## src/rtl/image_rom_streamer.sv

```systemverilog
// Streams one IMG_W x IMG_H frame from a 1-cycle-latency ROM as a valid/ready pixel stream in
// raster order, optionally mirroring each row; a 2-entry output FIFO absorbs consumer stalls.
module image_rom_streamer #(
  parameter int unsigned IMG_W  = 96,
  parameter int unsigned IMG_H  = 64,
  parameter int unsigned ADDR_W = 13,
  parameter int unsigned DATA_W = 16
) (
  input  logic              CLOCK,
  input  logic              RESETN,
  input  logic              start,
  input  logic              mirror,
  output logic [ADDR_W-1:0] rom_addr,
  input  logic [DATA_W-1:0] rom_data,
  output logic [DATA_W-1:0] pix_data,
  output logic              pix_valid,
  input  logic              pix_ready,
  output logic              pix_sof,
  output logic              pix_eol,
  output logic              busy,
  output logic              done
);

  localparam int unsigned ColW = (IMG_W > 1) ? $clog2(IMG_W) : 1;
  localparam int unsigned RowW = (IMG_H > 1) ? $clog2(IMG_H) : 1;
  localparam logic [ColW-1:0]   ColLast = ColW'(IMG_W - 1);
  localparam logic [RowW-1:0]   RowLast = RowW'(IMG_H - 1);
  localparam logic [ADDR_W-1:0] WAddr   = ADDR_W'(IMG_W);
  localparam logic [ADDR_W-1:0] WLast   = ADDR_W'(IMG_W - 1);

  typedef enum logic [1:0] {StIdle, StFetch, StDrain} state_e;

  state_e            state_q;
  logic [ColW-1:0]   col_q;
  logic [RowW-1:0]   row_q;
  logic [ADDR_W-1:0] base_q;
  logic [ADDR_W-1:0] addr_q;
  logic              mirror_q;
  logic              busy_q, done_q;
  // Read presented last cycle: its data is on rom_data now and is pushed at this edge.
  logic              rd_q, rd_sof_q, rd_eol_q;

  logic [DATA_W-1:0] fifo_data_q [2];
  logic [1:0]        fifo_sof_q, fifo_eol_q;
  logic              rd_ptr_q, wr_ptr_q;
  logic [1:0]        count_q;

  logic              pop, issue, last_rd;
  logic [1:0]        cnt_after_pop, count_d;
  logic [ColW-1:0]   col_n;
  logic [RowW-1:0]   row_n;
  logic [ADDR_W-1:0] base_n, addr_n;

  assign rom_addr  = addr_q;
  assign pix_valid = (count_q != 2'd0);
  assign pix_data  = fifo_data_q[rd_ptr_q];
  assign pix_sof   = pix_valid & fifo_sof_q[rd_ptr_q];
  assign pix_eol   = pix_valid & fifo_eol_q[rd_ptr_q];
  assign busy      = busy_q;
  assign done      = done_q;

  always_comb begin
    pop           = pix_valid & pix_ready;
    cnt_after_pop = count_q - {1'b0, pop};
    count_d       = cnt_after_pop + {1'b0, rd_q};
    // Reserve a FIFO slot for every outstanding read so returning data is never dropped.
    issue   = (state_q == StFetch) &&
              (({1'b0, cnt_after_pop} + {2'b0, rd_q} + 3'd1) <= 3'd2);
    last_rd = (row_q == RowLast) && (col_q == ColLast);
    if (col_q == ColLast) begin
      col_n  = '0;
      row_n  = row_q + RowW'(1);
      base_n = base_q + WAddr;
    end else begin
      col_n  = col_q + ColW'(1);
      row_n  = row_q;
      base_n = base_q;
    end
    addr_n = base_n + (mirror_q ? (WLast - ADDR_W'(col_n)) : ADDR_W'(col_n));
  end

  always_ff @(posedge CLOCK or negedge RESETN) begin
    if (!RESETN) begin
      state_q        <= StIdle;
      col_q          <= '0;
      row_q          <= '0;
      base_q         <= '0;
      addr_q         <= '0;
      mirror_q       <= 1'b0;
      busy_q         <= 1'b0;
      done_q         <= 1'b0;
      rd_q           <= 1'b0;
      rd_sof_q       <= 1'b0;
      rd_eol_q       <= 1'b0;
      fifo_data_q[0] <= '0;
      fifo_data_q[1] <= '0;
      fifo_sof_q     <= '0;
      fifo_eol_q     <= '0;
      rd_ptr_q       <= 1'b0;
      wr_ptr_q       <= 1'b0;
      count_q        <= '0;
    end else begin
      done_q  <= 1'b0;
      rd_q    <= issue;
      count_q <= count_d;
      if (issue) begin
        rd_sof_q <= (row_q == '0) && (col_q == '0);
        rd_eol_q <= (col_q == ColLast);
      end
      if (rd_q) begin
        fifo_data_q[wr_ptr_q] <= rom_data;
        fifo_sof_q[wr_ptr_q]  <= rd_sof_q;
        fifo_eol_q[wr_ptr_q]  <= rd_eol_q;
        wr_ptr_q              <= ~wr_ptr_q;
      end
      if (pop) rd_ptr_q <= ~rd_ptr_q;

      unique case (state_q)
        StIdle: begin
          if (start) begin
            state_q  <= StFetch;
            col_q    <= '0;
            row_q    <= '0;
            base_q   <= '0;
            mirror_q <= mirror;
            addr_q   <= mirror ? WLast : '0;
            busy_q   <= 1'b1;
          end
        end
        StFetch: begin
          if (issue) begin
            if (last_rd) begin
              state_q <= StDrain;
            end else begin
              col_q  <= col_n;
              row_q  <= row_n;
              base_q <= base_n;
              addr_q <= addr_n;
            end
          end
        end
        StDrain: begin
          if (count_d == 2'd0) begin
            state_q <= StIdle;
            busy_q  <= 1'b0;
            done_q  <= 1'b1;
          end
        end
        default: state_q <= StIdle;
      endcase
    end
  end

endmodule
```

## config.mk

```make
export PLATFORM = sky130hd
export DESIGN_NAME = image_rom_streamer
export DESIGN_NICKNAME = d
export VERILOG_FILES = /design/src/rtl/image_rom_streamer.sv
export SDC_FILE = /design/constraint.sdc
export NUM_CORES = 1
export LEC_CHECK = 0
export CAP_MARGIN = 0
export CORE_MARGIN = 4
export CORE_UTILIZATION = 40
export DETAILED_ROUTE_END_ITERATION = 12
export SLEW_MARGIN = 40
export SYNTH_ARGS = -nofsm -noshare
export SYNTH_HDL_FRONTEND = slang
export SYNTH_SLANG_ARGS = --single-unit
```

## constraint.sdc

```tcl
create_clock -name CLOCK -period 6.2 [get_ports CLOCK]
set_clock_uncertainty 0.15 [all_clocks]
set_input_delay 1.55 -clock CLOCK [delete_from_list [all_inputs] [get_ports CLOCK]]
set_output_delay 1.55 -clock CLOCK [all_outputs]
set_load 0.005 [all_outputs]
```

* After elaboration in Yosys (flattened, before gate mapping)
Cells that the tools add are included.
** Cells by class
- Add/subtract/negate cells :: 9
- Order comparisons :: 7
- Equality and inequality tests :: 10
- Muxes and demuxes :: 45
- Bitwise logic cells :: 7
- Reductions and logical operators :: 17
** Operators with widths (number)
- $mux 13 :: 8
- $mux 16 :: 4
- $pmux 13 s2 :: 2
- $mux 7 :: 5
- $bwmux 32 :: 1
- $mux 6 :: 4
- $demux 16 s1 :: 1
- $pmux 7 s2 :: 1
- $add 13x13->13 :: 1
- $add 13x7->13 const B :: 1
- $pmux 6 s2 :: 1
- $ne 2x2->1 const B :: 5
- $mux 1 :: 9
- $mux 2 :: 4
- $reduce_and 4->1 :: 2
- $sub 7x7->8 const A :: 1
- $add 7x1->7 const B :: 1
- $eq 7x7->1 const B :: 1
- $logic_not 7->1 :: 1
- $add 6x1->6 const B :: 1
- $eq 6x6->1 const B :: 1
- $logic_not 6->1 :: 1
- $pmux 2 s3 :: 1
- $reduce_bool 2->1 :: 3
- other kinds (23) :: 35
** Word-level totals
- Bits in registers :: 87
- Input port bits :: 21
- Output and inout port bits :: 34

* Longest topological paths before layout
Gate-level depths: netlist of the first run.
- Depth in word-level cells :: 9
- Depth in mapped cells :: 15

* Worst setup path before layout of the first run
Ideal clock, no wire load.
- Path kind :: input -> register
- Start :: in pix_ready
- End :: reg addr_q[12], in the netlist rom_addr[12]
- Arrival :: 3.654 ns
- Data required time :: 5.910 ns
- Setup slack :: 2.255 ns
- Cell stages on the path :: 12
- Buffers on the path :: 1
- Cells stage by stage :: nor2b_1 -> ha_1 -> xnor2_1 -> inv_1 -> ha_1 -> and3b_1 -> o21ai_1 -> or2_2 -> buf_2 -> nor3_1 -> a221oi_1 -> o211ai_1
** On the way
- Cells in the longest elaborated chain, start to end :: 8
** Ends and longest elaborated chain
- start: declaration :: line 17 : input logic pix_ready,
- $and 1x1->1 :: line 63 : pop = pix_valid & pix_ready;
- $sub 2x1->2 :: line 64 : cnt_after_pop = count_q - {1'b0, pop};
- $add 2x1->3 :: line 68 : (({1'b0, cnt_after_pop} + {2'b0, rd_q} + 3'd1) <= 3'd2);
- $add 3x1->3 :: line 68
- $le 3x2->1 :: line 68
- $logic_and 1x1->1 :: line 67 : issue = (state_q == StFetch) &&
- $ne 2x2->1 (no source line)
- $reduce_and 4->1 (no source line)
- end signal: assignment :: line 126 : addr_q <= mirror ? WLast : '0;
- end signal: assignment :: line 138 : addr_q <= addr_n;
- end: declaration :: line 37 : logic [ADDR_W-1:0] addr_q;
Every way passes these cells.
A chain may end at the register's enable or synchronous reset.

* Worst setup path after layout of the first run
- Start :: in pix_ready
- End :: reg addr_q[12], in the netlist rom_addr[12]
** On the way
- Cells in the longest elaborated chain, start to end :: 8
** Ends and longest elaborated chain
- $and 1x1->1 :: line 63
- via pop :: line 48 : logic pop, issue, last_rd;
- $sub 2x1->2 :: line 64
- $add 2x1->3 :: line 68
- $add 3x1->3 :: line 68
- $le 3x2->1 :: line 68
- $logic_and 1x1->1 :: line 67
- $ne 2x2->1 (no source line)
- $reduce_and 4->1 (no source line)
The timed path passes the listed nets, and every way through them passes these cells.

==> impl_results.md, run 1 <==
* Crit path largest cell delay at 400 ps
* Total global routing overflow at 0
* CTS Buf Count at 9
* DR vias at 3090
* Crit path cell chain: clkdlybuf4s50_1 -> nor2b_1 -> ha_1 -> xnor2_1 -> inv_1 -> ha_1 -> and3b_1 -> o21ai_1 -> or2_2 -> nor3_1 -> a221oi_1 -> o211ai_1
* Yosys top cell by area: dfrtp_1
* DP HPWL at ~6300 um
* Crit end category: flip-flop
* N_diodes at 0
* Reg2reg setup slack at around 2200 ps
* Commonest non-fill, non-tap cells in the layout: 81 x dfrtp_1, 53 x mux2_2, 53 x clkdlybuf4s50_1
* Detailed-route DRC error count at 0
* Post-layout util at 50.4%
* Net Switching at 0.814 mW
* Lkg Pwr at 2.27 nW
* Fin. max-slew vios at 0
* Number of antenna violations at the first check in global routing at 0
* Worst-skew pair later-pin latency at 360 ps
* Core Area at 0.0105 sq mm
* RD Place Congestion at 0.778
* Initial DRC count at 169
* Top cells by area, synth: dfrtp_1 47%, mux2_2 14%, ha_1 5.2%
* Worst hold path class: reg2reg
* Vias in the first global route at between 3000 and 4000
* Worst vdd ir at roughly 0.22 mV
* Hold Crit Depth at 2
* Clk buf depth at 2
* Starting Density at 41.8%
* Hold Fails Final Rpt at 0
* Setup TNS at 0 ps
* Cell internal pwr at between 1.5 and 2 mW
* CP Buf/Inv Count at 2
* Worst endpoint required time at ~6300 ps
* Final Worst Setup Slack at 1900 ps
* Ys Warns at 0
* Most common cell after layout, fill and taps aside: dfrtp_1
* Max cap viols at 0
* Crit path DAT at 4380 ps
* Slew headroom at between 50% and 60%
* Layout cells sized above 1 at roughly 18%
* Worst R2R End: rom_addr[10]
* Fmax at 233 MHz
* Final nets at 492
* First-pass detailed-route iteration total at 4
* CP max FO at 12
* WL/cell at 15.2 um
* Die W at 113 um
* Setup Viol. Count Final at 0
* R2R Path Start: col_q[0]
* Critical path class: in2reg
* Sequential power share at 35.8%
* Worst Max-Slew Pin Slew at 640 ps
* Fin crit period at ~4300 ps
* Die Ht at 113 um
* All-layer global routing usage at 15.2%
* Logic pwr share at 44.4%
* Cell variety after synth at 51
* Cts repair resizes at 0
* Vias per Instance at between 5 and 6
* Total wire length at between 9000 and 10000 um
* Num ports at 55
* Mean Syn Cell Area at 10.9 sq um
* Worst path slowest cell: clkdlybuf4s50_1
* EDFF count, synth at 0
* CP most frequent cell: ha_1
* Area Growth Syn to Fin at 20.8%
* # rows at 37
* Switching portion of total power at 34.4%
* # port buffers at 54
* Post-synthesis register bit count at 82
* CP startpoint kind: primary input
* Clk network pwr share at 19.9%
* Worst Hold Path EP: rom_addr[7]
* Largest net degree at the start of global routing at 83
* Unrepaired setup endpoints after global routing: no
* CP top delay family: simple AND/OR/NAND/NOR gates
* Ratio of final minimum period to clock period at 69.3%
* CTS tree: built
* Pre-CTS setup slack at ~1500 ps
* R2R depth at 13
* Pwr Density at 448 mW/mm^2
* CTS sink cnt at 82
* Clk slew on worst S/H paths at 90 ps
* Mapped Cells at 402
* Hold Startpoint: rom_addr[7]
* Post-CTS setup repair buffer count at 0
* Post-Syn Area at 0.00437 sq mm
* DP Cell Count at 578
* Top cell type's share of synthesized area at 47.0%
* Final Hold Slack at 332 ps
* Die area at 0.0127 sq mm
* Status: complete, no violations
* Post-synth ARST share at 100%
* Sequential cell area fraction in the yosys report at 47.0%
* Root Buffer: clkbuf_8
* First-pass GRT wire length at 16000 um
* CTS H-tree lvls at 3
* Post-route ant nets at 0
* Top FF cell, synth: dfrtp_1
* Hold buffers post-CTS at 0
* Post-Layout Cell Count at ~590
* Mapped Nets at about 440
[tightest hold or removal path: cells and delay by family (launching register included)]
kind / cells / cell delay, ps
DFF: 1 / 350
AOI/OAI and AO/OA: 1 / 50
and+or+nand+nor: 1 / 50
[sequential cells by signal, indices dropped and copies added, names as in the netlist]
name	count
fifo_data_q	32
rom_addr	13
base_q	8
col_q	7
row_q	6
count_q	2
fifo_eol_q	2
fifo_sof_q	2
state_q	2
busy	1
done	1
mirror_q	1
rd_eol_q	1
rd_ptr_q	1
rd_q	1
rd_sof_q	1
wr_ptr_q	1
[layer usage]
layer,part of all wire [%],track usage [%],up-vias
li1,-,-,1521
met1,49,21.3,1512
met2,46,24.3,44
met3,2.9,2.37,13
met4,1.4,4.57,0
met5,0,0,-
[logic make-up (layout without fill, tap and decap cells)]
logic type / count (synthesis) / after routing / share of synthesized area (%)
xor gates and xnor gates: 28 / 28 / 6.24
DFF: 82 / 82 / 47.0
and+or+nand+nor: 111 / 111 / 12.9
adders and majority gates: 18 / 18 / 5.15
AOI/OAI and AO/OA: 69 / 69 / 10.9
muxes: 56 / 56 / 14.3
buffers and inverters: 38 / 94 / 3.52
[cells in the mapped netlist, types with 2 or more instances]
cell type  count
ha_1          18
nor3_1        10
dfrtp_1       82
clkbuf_2       2
a221o_1        5
buf_2          7
o21ai_1        2
o311ai_0       2
nor4_1         3
o21ai_0       27
o211ai_1       2
xnor2_1       16
nor2b_1        2
nor2_1        22
nand3_1       12
o31ai_1        6
xnor3_1        2
or3_1          2
a31oi_1        2
mux2_2        53
or4_1          2
nand2_1       34
a21o_1         2
nor4b_1        4
and3_1         3
or2_2          3
a21oi_1        8
o21bai_1       2
mux2i_1        3
a22o_1         3
inv_1         21
xor2_1        10
clkbuf_1       7
nand2b_1       6
[cell type report]
cell class / count / area, sq um
fillers: 974 / 5180
multi-input cells: 282 / 2170
flip-flops and latches: 82 / 2050
repair buffers: 57 / 567
well taps: 136 / 170
clock buffers: 10 / 128
clock inverters: 6 / 115
inverters: 21 / 78.8
[power by group through the flow]
stage | clock network (mW) | logic [mW] | registers (mW)
5_1_grt | 0.505 | 1.18 | 0.878
3_5_place_dp | 0 | 1.07 | 0.858
2_1_floorplan | 0 | 0.711 | 0.791
6_report | 0.470 | 1.05 | 0.846
3_3_place_gp | 0 | 1.05 | 0.848
4_1_cts | 0.484 | 1.07 | 0.848
[worst max-delay path by stage]
stage	startpoint	to	slack [ps]	cells after the start
finish	pix_ready	rom_addr[12]	1900	12
global route	pix_ready	rom_addr[12]	1630	12
CTS	pix_ready	rom_addr[12]	1870	12
detailed placement	pix_ready	rom_addr[12]	1490	12
global placement	pix_ready	rom_addr[12]	1530	12
floorplan	pix_ready	rom_addr[12]	2260	12
[stage by stage]
stage	power, mW	cell area (sq um)
floorplan	1.50	4370
global placement	1.90	5020
detailed placement	1.93	5030
CTS	2.41	5280
global route	2.56	5280
finish	2.37	5280
(Power assumes the default switching activity.)
==> run 2: changes to the inputs <==
- clock period: 6.2 -> 4.05 ns (I/O delays scaled with it)
==> run 2 against run 1 <==
Net effect:
- cell count increased by 1.0%
- via count rose by 2.6%
- wire length increased by 4.0%
- non-clock buffer count up 6
- critical endpoint is now row_q[3]
==> impl_results.md, run 2 (synthesis gave the netlist of run 1 again) <==
* Number of antenna violations at the first check in global routing at 0
* Clk network pwr share at 17.8%
* Layout cells sized above 1 at 18.8%
* Post-CTS setup repair buffer count at 0
* Ratio of final minimum period to clock period at 93.5%
* CTS H-tree lvls at 3
* First-pass detailed-route iteration total at 4
* Critical path class: in2reg
* Most common cell after layout, fill and taps aside: dfrtp_1
* Register Area at slightly above 0.002 sq mm
* Clk slew on worst S/H paths at 80 ps
* Area of the multi-input gates at roughly 0.0022 sq mm
* Post-route ant nets at 0
* GR Layer Usage met2 at approximately 26%
* # rows at 37
* Total wire length at 9380 um
* DR vias at 3170
* Die Ht at 113 um
* Crit end category: flip-flop
* Final nets at ~500
* Pwr Density at 693 mW/mm^2
* Clk buf depth at 2
* CTS tree: built
* RD Place Congestion at 0.810
* Starting Density at between 40% and 50%
* GRT met1 Usage at between 20% and 30%
* Fin crit period at 3790 ps
* Fin. max-slew vios at 0
* Die area at 0.0127 sq mm
* Pre-CTS setup slack at -101 ps
* Worst vdd ir at 0.265 mV
* CP startpoint kind: primary input
* Worst hold path class: reg2reg
* Fmax at approximately 260 MHz
* Die W at 113 um
* Status: complete, no violations
* Root Buffer: clkbuf_8
* Vias per Instance at 5.28
* Worst Hold Path EP: rom_addr[7]
* R2R depth at 12
* Core Area at 0.0105 sq mm
* Cts repair resizes at 0
* Setup TNS at 0 ps
* Post-Layout Cell Count at 600
* Final Worst Setup Slack at 262 ps
* Reg2reg setup slack at between 300 and 400 ps
* Largest net degree at the start of global routing at 83
* Area Growth Syn to Fin at 21.6%
* WL/cell at 15.6 um
* Most flops, register: fifo_data_q
* Num ports at 55
* Cell internal pwr at 2.42 mW
* CTS sink cnt at 82
* Vias in the first global route at 3267
* Sequential power share at 35.4%
* Detailed-route DRC error count at 0
* Initial DRC count at approximately 140
* Commonest non-fill, non-tap cells in the layout: 81 x dfrtp_1, 53 x mux2_2, 53 x clkdlybuf4s50_1
* Slew headroom at a little under three fifths
* Unrepaired setup endpoints after global routing: no
* Hold Startpoint: rom_addr[7]
* R2R Path Start: col_q[0]
* N_diodes at 0
* Logic pwr share at 46.9%
* Met3 GRT Util at between 3 and 4%
* Hold Crit Depth at 2
* First-pass GRT wire length at 16400 um
* FILL cells at 954
* Worst R2R End: rom_addr[10]
* Max cap viols at 0
* GRT busiest layer: met2
* Net Switching at 1.27 mW
* Switching portion of total power at 34.4%
* Crit path DAT at between 3000 and 4000 ps
* Worst Max-Slew Pin Slew at 648 ps
* Max reg flops at 32
* Worst endpoint required time at 4120 ps
* CTS Buf Count at 9
* Total global routing overflow at 0
* Worst-skew pair later-pin latency at 350 ps
* Hold buffers post-CTS at 0
* # port buffers at 54
* CP max FO at 5
* DP HPWL at ~6700 um
* DP Cell Count at approximately 580
* All-layer global routing usage at about 16%
* Lkg Pwr at between 2 and 2.5 nW
* Hold Fails Final Rpt at 0
* Setup Viol. Count Final at 0
==> run 2: per-layer routing <==
metal | share of wire [%] | wire [um] | vias up
met1 | 47 | 4450 | 1560
met4 | 0.85 | 80 | 0
met3 | 3.8 | 360 | 7
met2 | 48 | 4490 | 59
met5 | 0 | 0 | -
li1 | - | - | 1544
==> run 2: worst max-delay path by stage <==
stage / start / end
after global routing: pix_ready / row_q[5]
after detailed placement: pix_ready / row_q[3]
after floorplan: col_q[0] / rom_addr[10]
after CTS: pix_ready / row_q[3]
final: pix_ready / row_q[3]
after global placement: pix_ready / row_q[4]
==> run 2: power groups by stage <==
stage                     clock (mW)  combinational (mW)  sequential [mW]
after global routing           0.710                1.91             1.35
final                          0.654                1.73             1.30
after floorplan                    0                1.09             1.21
after detailed placement           0                1.75             1.32
after global placement             0                1.72             1.30
after CTS                      0.680                1.76             1.31
==> run 2: area by class of cell <==
cell class / count / area share, %
well taps: 136 / 3.20
inverters: 21 / 1.48
clock inverters: 4 / 1.41
multi-input cells: 282 / 40.8
flip-flops and latches: 82 / 38.6
clock buffers: 12 / 2.73
repair buffers: 63 / 11.7
==> run 2: worst max-delay path, cell delays in order <==
cell and delay, ps:
clkdlybuf4s50_1 390, nor2b_1 150, ha_1 210, xnor2_1 310, inv_1 90, ha_1 270
and3b_1 210, o21ai_0 110, o31ai_1 470, nor4b_1 400, xnor2_1 170, nor2_1 50
==> run 2: through the flow <==
| step | hold WS (ps) | cell area [sq um] | util, % | power (mW) |
|---|---|---|---|---|
| after global placement | 318 | 5080 | 48.6 | 3.02 |
| after detailed placement | 322 | 5090 | 48.7 | 3.07 |
| after CTS | 343 | 5310 | 50.8 | 3.74 |
| after global routing | 374 | 5320 | 50.8 | 3.97 |
| after floorplan | 311 | 4370 | - | 2.30 |
| final | 339 | 5320 | 50.8 | 3.68 |
==> run 3: changes to the inputs <==
--- a/constraint.sdc
+++ b/constraint.sdc
@@ -4,2 +4,2 @@
 set_output_delay 1.0125 -clock CLOCK [all_outputs]
-set_load 0.005 [all_outputs]
+set_load 0.01 [all_outputs]
==> results of run 3 <==
Same layout as run 2 (identical final DEF). Status: complete, no violations.
Main changes from that run: total power 3.68 mW -> 3.75 mW; worst IR drop on VDD 0.265 mV -> 0.281 mV
